<file path="src/rtl/piso_tx.sv">
// Parallel-in serial-out transmitter: loads a WIDTH-bit word, shifts it out MSB first with framing flags.
// Latency: MSB on data_out the cycle after the accept edge; done pulses the cycle after the LSB is consumed.
// Backpressure: load_ready only in IDLE or while the last bit is consumed; shift_en low stalls the frame.
module piso_tx #(
    parameter int WIDTH = 4
) (
    input  logic             clk,
    input  logic             rst,
    input  logic [WIDTH-1:0] par_in,
    input  logic             load_valid,
    output logic             load_ready,
    input  logic             shift_en,
    output logic             data_out,
    output logic             out_valid,
    output logic             last,
    output logic             done
);

    localparam int CW = $clog2(WIDTH);
    localparam logic [CW-1:0] CNT_LAST = CW'(WIDTH - 1);

    typedef enum logic {
        IDLE,
        SHIFT
    } state_t;

    state_t           state, state_nxt;
    logic [WIDTH-1:0] sreg, sreg_nxt;
    logic [CW-1:0]    cnt, cnt_nxt;
    logic             done_nxt;
    logic             accept;

    assign data_out   = sreg[WIDTH-1];
    assign out_valid  = (state == SHIFT);
    assign last       = (state == SHIFT) && (cnt == CNT_LAST);
    // Ready on the final-bit edge lets the next word follow with no idle gap.
    assign load_ready = (state == IDLE) || (last && shift_en);
    assign accept     = load_valid && load_ready;

    always_ff @(posedge clk) begin
        if (rst) begin
            state <= IDLE;
            sreg  <= '0;
            cnt   <= '0;
            done  <= 1'b0;
        end else begin
            state <= state_nxt;
            sreg  <= sreg_nxt;
            cnt   <= cnt_nxt;
            done  <= done_nxt;
        end
    end

    always_comb begin
        state_nxt = state;
        sreg_nxt  = sreg;
        cnt_nxt   = cnt;
        done_nxt  = 1'b0;
        unique case (state)
            IDLE: begin
                if (accept) begin
                    state_nxt = SHIFT;
                    sreg_nxt  = par_in;
                    cnt_nxt   = '0;
                end
            end
            SHIFT: begin
                if (shift_en) begin
                    if (last) begin
                        done_nxt = 1'b1;
                        if (accept) begin
                            sreg_nxt = par_in;
                            cnt_nxt  = '0;
                        end else begin
                            state_nxt = IDLE;
                            sreg_nxt  = '0;
                            cnt_nxt   = '0;
                        end
                    end else begin
                        sreg_nxt = {sreg[WIDTH-2:0], 1'b0};
                        cnt_nxt  = cnt + CW'(1);
                    end
                end
            end
            default: begin
                state_nxt = IDLE;
            end
        endcase
    end

endmodule

</file>
<file path="config.mk">
export PLATFORM = sky130hd
export DESIGN_NAME = piso_tx
export DESIGN_NICKNAME = d
export VERILOG_FILES = /design/src/rtl/piso_tx.sv
export SDC_FILE = /design/constraint.sdc
export NUM_CORES = 1
export LEC_CHECK = 0
export ABC_AREA = 1
export BUFFER_PORTS_ARGS = -buffer_cell sky130_fd_sc_hd__buf_2
export CAP_MARGIN = 20
export CORE_AREA = 10 10 47 49
export DETAILED_ROUTE_END_ITERATION = 8
export DIE_AREA = 0 0 57 59
export PLACE_DENSITY = 0.65
export SYNTH_ARGS = -nofsm -noshare
export SYNTH_HDL_FRONTEND = slang
export SYNTH_SLANG_ARGS = --single-unit
</file>
<file path="constraint.sdc">
create_clock -name clk -period 3.65 [get_ports clk]
set_clock_uncertainty 0.15 [all_clocks]
set_input_delay 0.5475 -clock clk [delete_from_list [all_inputs] [get_ports clk]]
set_output_delay 0.5475 -clock clk [all_outputs]
set_load 0.005 [all_outputs]
</file>
After elaboration in Yosys (flattened, before gate mapping):

Cells that the tools add are included.
Widths: inputs -> output; s select.

* bitwise logic cells: 2
* $lt $le $gt $ge: 0
* equality and inequality tests: 3
* shift operators: 0
* divide/modulo/power cells: 0
* reductions and logical operators: 6
* muxes and demuxes: 14
* $add $sub $neg: 1
* multiply operators: 0

Operator list (number)
* $mux 4: 4
* $pmux 4 s2: 1
* $mux 2: 3
* $mux 1: 4
* $ne 2x2->1 const B: 2
* $pmux 2 s2: 1
* $logic_and 1x1->1: 3
* $reduce_or 3->1: 1
* $add 2x1->2 const B: 1
* $eq 2x2->1 const B: 1
* $not 1->1: 2
* $pmux 1 s2: 1
* $reduce_and 2->1: 1
* $logic_or 1x1->1: 1

* input port bits: 8
* bits in read-only memories: 0
* memory bits (writable): 0
* latch bits: 0
* output and inout bits: 5
* memories kept: 0
* register bits after elaboration: 8

Depth between registers and ports, before layout:

Gate-level depths: netlist of the first run.

* depth after elaboration: 9
* depth in mapped cells: 7
* gate-level depth less buffers: 6

Worst setup path after synthesis of the first run:

No wires, ideal clock.

* path kind: reg-to-output
* start: reg cnt[0]
* end: out load_ready
* path buffers: 0
* slack: 2199 ps
* cell stages (with the launch flop): 4
* required time: 2952 ps
* arrival time: 753 ps
* path through: dfxtp_1 -> ha_1 -> nand3_4 -> nand2_2

* cells in the longest elaborated chain, start to end: 4

RTL lines
* from (decl): line 29 `logic [CW-1:0] cnt, cnt_nxt;`
* from (signal assigned): line 49 `cnt <= cnt_nxt;`
* $eq 2x2->1: line 35 `assign last = (state == SHIFT) && (cnt == CNT_LAST);`
* $logic_and 1x1->1: line 35
* $logic_and 1x1->1: line 37 `assign load_ready = (state == IDLE) || (last && shift_en);`
* $logic_or 1x1->1: line 37
* to (decl): line 11 `output logic load_ready,`

No other way between the ends.

Final worst setup path of the first run:

* start: reg state, in the netlist out_valid
* end: out load_ready

* cells in the longest elaborated chain, start to end: 3

RTL lines
* from (decl): line 27 `state_t state, state_nxt;`
* from (signal assigned): line 47 `state <= state_nxt;`
* $logic_and 1x1->1: line 35
* $logic_and 1x1->1: line 37
* $logic_or 1x1->1 (*): line 37

Every way passes the cells marked *; elsewhere a longest branch is shown, timed or not.

==> results of run 1 <==
-- layer usage --
layer	vias to the layer above	global-route usage, %	wire, um
met1	163	6.490	420
met2	18	8.527	417
met4	0	3.020	0
met5	-	0	0
met3	0	4.292	127
li1	202	-	-
-- cell type report --
type	instances	area share, %
repair buffers	12	11.74
well taps	16	3.912
clock buffers	3	4.401
inverters	7	5.623
multi-input cells	35	43.03
flip-flops and latches	8	31.30
-- cells in the final DEF, fill, tap and decap left out --
cell | synthesis | final
nand2_1 | 6 | 6
nand3_4 | 1 | 1
a21oi_2 | 3 | 3
nand2_2 | 2 | 2
a21oi_1 | 4 | 4
inv_2 | 1 | 1
ha_1 | 1 | 1
inv_4 | 1 | 1
clkbuf_4 | 0 | 3
o21bai_1 | 3 | 3
nand2_4 | 2 | 2
dfxtp_1 | 8 | 8
buf_2 | 0 | 12
nand3_1 | 11 | 11
inv_1 | 5 | 5
nor2_1 | 1 | 1
nor3_1 | 1 | 1
-- path summary, 6_finish.rpt --
kind / start / to / slack (ns) / depth (start not counted)
worst max-delay path: out_valid / load_ready / 1.69 / 3
worst min-delay path: cnt[1] / cnt[1] / 0.34 / 2
worst min register to register: cnt[1] / cnt[1] / 0.34 / 2
worst max register to register: out_valid / sreg[2] / 2.28 / 5
-- cell families after synthesis --
logic type | after synthesis | share of synthesized area, %
simple gates | 24 | 33.03
compound gates | 10 | 16.37
flops | 8 | 38.09
buf+inv | 8 | 9.524
fa+ha+maj | 1 | 2.976
-- stage by stage --
step / cell area [um^2] / instances / setup slack, ns / hold slack [ns] / utilization [%]
floorplan: 420.4 / 51 / 2.199 / 0.3042 / -
global placement: 489.2 / 78 / 1.929 / 0.3191 / 34.91
detailed placement: 489.2 / 78 / 1.919 / 0.3400 / 34.91
CTS: 511.7 / 81 / 1.671 / 0.3481 / 36.52
global route: 511.7 / 81 / 1.590 / 0.3725 / 36.52
finish: 511.7 / 81 / 1.692 / 0.3407 / 36.52
-- power by group through the flow --
stage / clock network [mW] / logic, mW / registers (mW)
after floorplan: 0 / 0.0245 / 0.0973
after global placement: 0 / 0.0321 / 0.0999
after detailed placement: 0 / 0.0327 / 0.100
after CTS: 0.0715 / 0.0329 / 0.0983
after global routing: 0.0754 / 0.0364 / 0.0994
final: 0.0686 / 0.0323 / 0.0984
-- registers in the layout, indices dropped and copies added (netlist names) --
signal / count
cnt: 2
done: 1
out_valid: 1
sreg: 4
-- critical path: stages (launching register included) --
cell	delay, ns
dfxtp_1	0.62
nand3_4	0.11
nand2_2	0.14
buf_2	0.14
==> flow_metrics.env, run 1 <==
export IMPL_switching_power_mw=0.05518
export IMPL_post_cts_buffers=0
export IMPL_start_util_pct=30.00
export IMPL_drv_slew=0
export IMPL_grt_pass1_wl_um=1621
export IMPL_gr_total_overflow=0
export IMPL_synth_top_area_share_pct=38.10
export IMPL_yosys_top_cells_area="dfxtp_1 (38%), nand3_1 (13%), a21oi_2 (6.2%)"
export IMPL_first_pass_iters=4
export IMPL_synth_enable_flop_cells=0
export IMPL_yosys_top_cells_count="nand3_1 (11), dfxtp_1 (8), nand2_1 (6)"
export IMPL_worstMarginPinSlew_ns=0.4772
export IMPL_routed_wl_um=965
export IMPL_cts_resized=0
export IMPL_yosysUniqueCellTypes=16
export IMPL_p_clk_share_pct=34.4
export IMPL_syn_mean_instance_area_um2=8.243
export IMPL_drt_initial_drc_count=7
export IMPL_fin_setup_tns_ns=0
export IMPL_fmax_mhz=510.8
export IMPL_syn_nets=60
export IMPL_die_h_um=59
export IMPL_drt_vias_per_instance=4.728
export IMPL_antenna_cells=0
export IMPL_grt_pass1_vias=377
export IMPL_gp_congestion=0.7599
export IMPL_portBuffers=12
export IMPL_grt_use_total_pct=5.990
export IMPL_netlist_area_um2=420.4
export IMPL_seqCellArea_um2=160.2
export IMPL_clock_sinks=8
export IMPL_drtAntennaViolNets=0
export IMPL_outcome="finished clean"
export IMPL_htree_levels=1
export IMPL_synth_main_ff_cell="dfxtp_1"
export IMPL_dieArea_um2=3363
export IMPL_p_comb_share_pct=16.2
export IMPL_post_route_period_util_pct=53.64
export IMPL_vias=383
export IMPL_pwr_density_cell_nw_per_um2=389.5
export IMPL_synth_most_common_cell="nand3_1"
export IMPL_hp_class="flip-flop to flip-flop"
export IMPL_worstSetupPathType="flip-flop to output pin"
export IMPL_ys_async_sr_fraction_pct=0
export IMPL_final_nets=76
export IMPL_wl_per_cell_um=11.91
export IMPL_clk_pin_slew_worst_paths_ns=0.06
export IMPL_cp_arrival_ns=1.26
export IMPL_clk_latency_ns=0.25
export IMPL_cts_root_buffer="clkbuf_4"
export IMPL_max_slew_margin_pct=68.14
export IMPL_seqPwrFrac_pct=49.4
export IMPL_setup_viol=0
export IMPL_multi_input_area_um2=220.2
export IMPL_p_int_mw=0.1441
export IMPL_tritoncts="yes"
export IMPL_drc=0
export IMPL_rsz0062_at_grt="no"
export IMPL_rows=14
export IMPL_pin_count=13
export IMPL_core_um2=1401
export IMPL_ys_warn_count=0
export IMPL_fillers=154
export IMPL_crit_fanout=11
export IMPL_swShare_pct=27.68
export IMPL_synthToLayoutAreaGrowth_pct=21.73
export IMPL_start_kind="flip-flop"
export IMPL_antenna_found_initial=0
export IMPL_die_width_um=57
export IMPL_ir_drop_mv=0.1506
export IMPL_drive_above_1_share_pct=38.46
export IMPL_power_total_mw=0.1993
export IMPL_fin_crit_ns=1.958
export IMPL_synth_seq_area_share_pct=38.10
export IMPL_numCtsBuffers=3
export IMPL_netlist_instances=51
export IMPL_cts_hold_buffers=0
export IMPL_worstPathRequired_ns=2.95
export IMPL_clockBufferDepth=2
export IMPL_dp_hpwl_um=767.5
export IMPL_critPathCaptureType="output pin"
export IMPL_hold_viol=0
export IMPL_synth_seq_cells=8
export IMPL_p_leak_nw=0.2477
export IMPL_yosys_area_top_type="dfxtp_1"
export IMPL_grt_max_degree=12
export IMPL_cap_violations=0
(Power assumes the default switching activity.)
==> inputs of run 2 (changes only) <==
==> constraint.sdc (replaced) <==
create_clock -name clk -period 2 [get_ports clk]
set_clock_uncertainty 0.15 [all_clocks]
set_input_delay 0.3 -clock clk [delete_from_list [all_inputs] [get_ports clk]]
set_output_delay 0.3 -clock clk [all_outputs]
set_load 0.005 [all_outputs]
==> run 2 against run 1 <==
Net effect: total power grew 81%; worst hold slack worse by 0.18 ns; highest routed layer is now met4; register-to-register slack worse by 1.7 ns; global-route usage is 0.50 points higher; sequential power grew 83%; die area is the same; wire length fell by 3.5%; final cell count stayed put; design area did not move; core utilization did not move; count of clock-buffer cells in the layout stayed put.
==> flow_metrics.env, run 2 (synthesis gave the netlist of run 1 again) <==
export IMPL_outcome="finished clean"
export IMPL_p_clk_share_pct=33.9
export IMPL_max_slew_margin_pct=68.04
export IMPL_routed_wl_um=931
export IMPL_path_buf_inv=1
export IMPL_tritoncts="yes"
export IMPL_cts_resized=0
export IMPL_first_pass_iters=2
export IMPL_top_regs="sreg x4, cnt x2"
export IMPL_final_common_cell="buf_2"
export IMPL_numCtsBuffers=3
export IMPL_portBuffers=12
export IMPL_htree_levels=1
export IMPL_grt_max_degree=12
export IMPL_synthToLayoutAreaGrowth_pct=21.73
export IMPL_setup_viol=0
export IMPL_dieArea_um2=3363
export IMPL_final_nets=76
export IMPL_fmax_mhz=587.4
export IMPL_rr_startpoint="out_valid"
export IMPL_drt_vias_per_instance=4.691
export IMPL_clockBufferDepth=2
export IMPL_crit_path_start="out_valid"
export IMPL_largest_register="sreg"
export IMPL_p_comb_share_pct=16.4
export IMPL_clk_pin_slew_worst_paths_ns=0.05
export IMPL_rows=14
export IMPL_r2r_slack_ns=0.62
export IMPL_r2r_end="sreg[2]"
export IMPL_hp_class="input pin to flip-flop"
export IMPL_seqPwrFrac_pct=49.7
export IMPL_wl_per_cell_um=11.49
export IMPL_drc=0
export IMPL_antenna_found_initial=0
export IMPL_pwr_density_cell_nw_per_um2=705.3
export IMPL_worstPathRequired_ns=1.55
export IMPL_hold_viol=0
export IMPL_cp_arrival_ns=1.25
export IMPL_fin_crit_ns=1.703
export IMPL_die_h_um=59
export IMPL_clock_sinks=8
export IMPL_antenna_cells=0
export IMPL_p_int_mw=0.2630
export IMPL_gr_total_overflow=0
export IMPL_start_kind="flip-flop"
export IMPL_dpl_cell_area_um2=489.2
export IMPL_drv_slew=0
export IMPL_design_area_um2=511.7
export IMPL_drt_initial_drc_count=5
export IMPL_worstSetupPathType="flip-flop to output pin"
export IMPL_place_ws_ns=0.5620
export IMPL_cts_hold_buffers=0
export IMPL_cp_num_cells=3
export IMPL_cap_violations=0
export IMPL_cp_cell_sequence="nand3_4 > nand2_2 > buf_2"
export IMPL_grt_use_total_pct=6.491
export IMPL_critPathCaptureType="output pin"
export IMPL_cts_root_buffer="clkbuf_4"
export IMPL_crit_fanout=11
export IMPL_gp_congestion=0.7783
export IMPL_dp_hpwl_um=720.8
export IMPL_drive_above_1_share_pct=38.46
export IMPL_worstMarginPinSlew_ns=0.4788
export IMPL_swShare_pct=27.15
export IMPL_grt_pass1_vias=410
export IMPL_drtAntennaViolNets=0
export IMPL_ir_drop_mv=0.3584
export IMPL_power_total_mw=0.3609
export IMPL_p_leak_nw=0.2477
export IMPL_switching_power_mw=0.09798
export IMPL_post_route_period_util_pct=85.13
export IMPL_start_util_pct=30.00
export IMPL_setup_worst_path_end="load_ready"
export IMPL_core_um2=1401
export IMPL_vias=380
export IMPL_pin_count=13
export IMPL_rsz0062_at_grt="no"
export IMPL_largest_reg_flops=4
export IMPL_final_cell_mix="buf_2 (12), nand3_1 (11), dfxtp_1 (8), nand2_1 (6), inv_1 (5)"
export IMPL_post_cts_buffers=0
export IMPL_crit_family="flip-flops"
export IMPL_fin_setup_tns_ns=0
export IMPL_clk_latency_ns=0.25
export IMPL_die_width_um=57
export IMPL_r2r_cells=5
export IMPL_timing_final_ws_setup_ns=0.2975
export IMPL_grt_pass1_wl_um=1759
export IMPL_slowest_stage="dfxtp_1"
export IMPL_fillers=161
export IMPL_cpPeakStageDelay_ns=0.61
==> run 2: cell counts in the layout (fill, tap and decap cells not counted) <==
No cell type changed its count.
==> run 2: final cells by class <==
cell class / count / area [um^2] / area share, %
clock buffer: 3 / 22.52 / 4.401
sequential: 8 / 160.2 / 31.30
inverter: 7 / 28.78 / 5.623
tap: 16 / 20.02 / 3.912
multi-input combinational: 35 / 220.2 / 43.03
timing repair buffer: 12 / 60.06 / 11.74
==> run 2: worst min-delay path by stage <==
stage | startpoint | cells past startpoint | end | slack, ns
global placement | cnt[1] | 2 | cnt[1] | 0.33
global route | rst | 2 | cnt[1] | 0.16
CTS | rst | 2 | cnt[1] | 0.16
detailed placement | sreg[0] | 2 | sreg[0] | 0.33
finish | rst | 2 | cnt[1] | 0.16
floorplan | rst | 1 | cnt[0] | 0.22
==> run 2: routing by layer <==
metal | GRT usage [%] | routed length [um] | share of wire, %
met5 | 0 | 0 | 0
met4 | 2.013 | 12 | 1.3
met3 | 5.365 | 90 | 9.7
met2 | 9.612 | 409 | 44
met1 | 6.794 | 417 | 45
==> run 2: power groups by stage <==
stage / logic (mW) / clock network, mW / registers (mW)
after floorplan: 0.0448 / 0 / 0.178
after global placement: 0.0591 / 0 / 0.182
after detailed placement: 0.0594 / 0 / 0.183
after CTS: 0.0596 / 0.129 / 0.179
after global routing: 0.0685 / 0.141 / 0.181
final: 0.0591 / 0.122 / 0.180
==> run 2: stage by stage <==
stage	std cells	utilization (%)	hold WS, ns
final	81	36.52	0.1638
after global routing	81	36.52	0.1551
after CTS	81	36.52	0.1558
after detailed placement	78	34.91	0.3339
after global placement	78	34.91	0.3258
after floorplan	51	-	0.2191
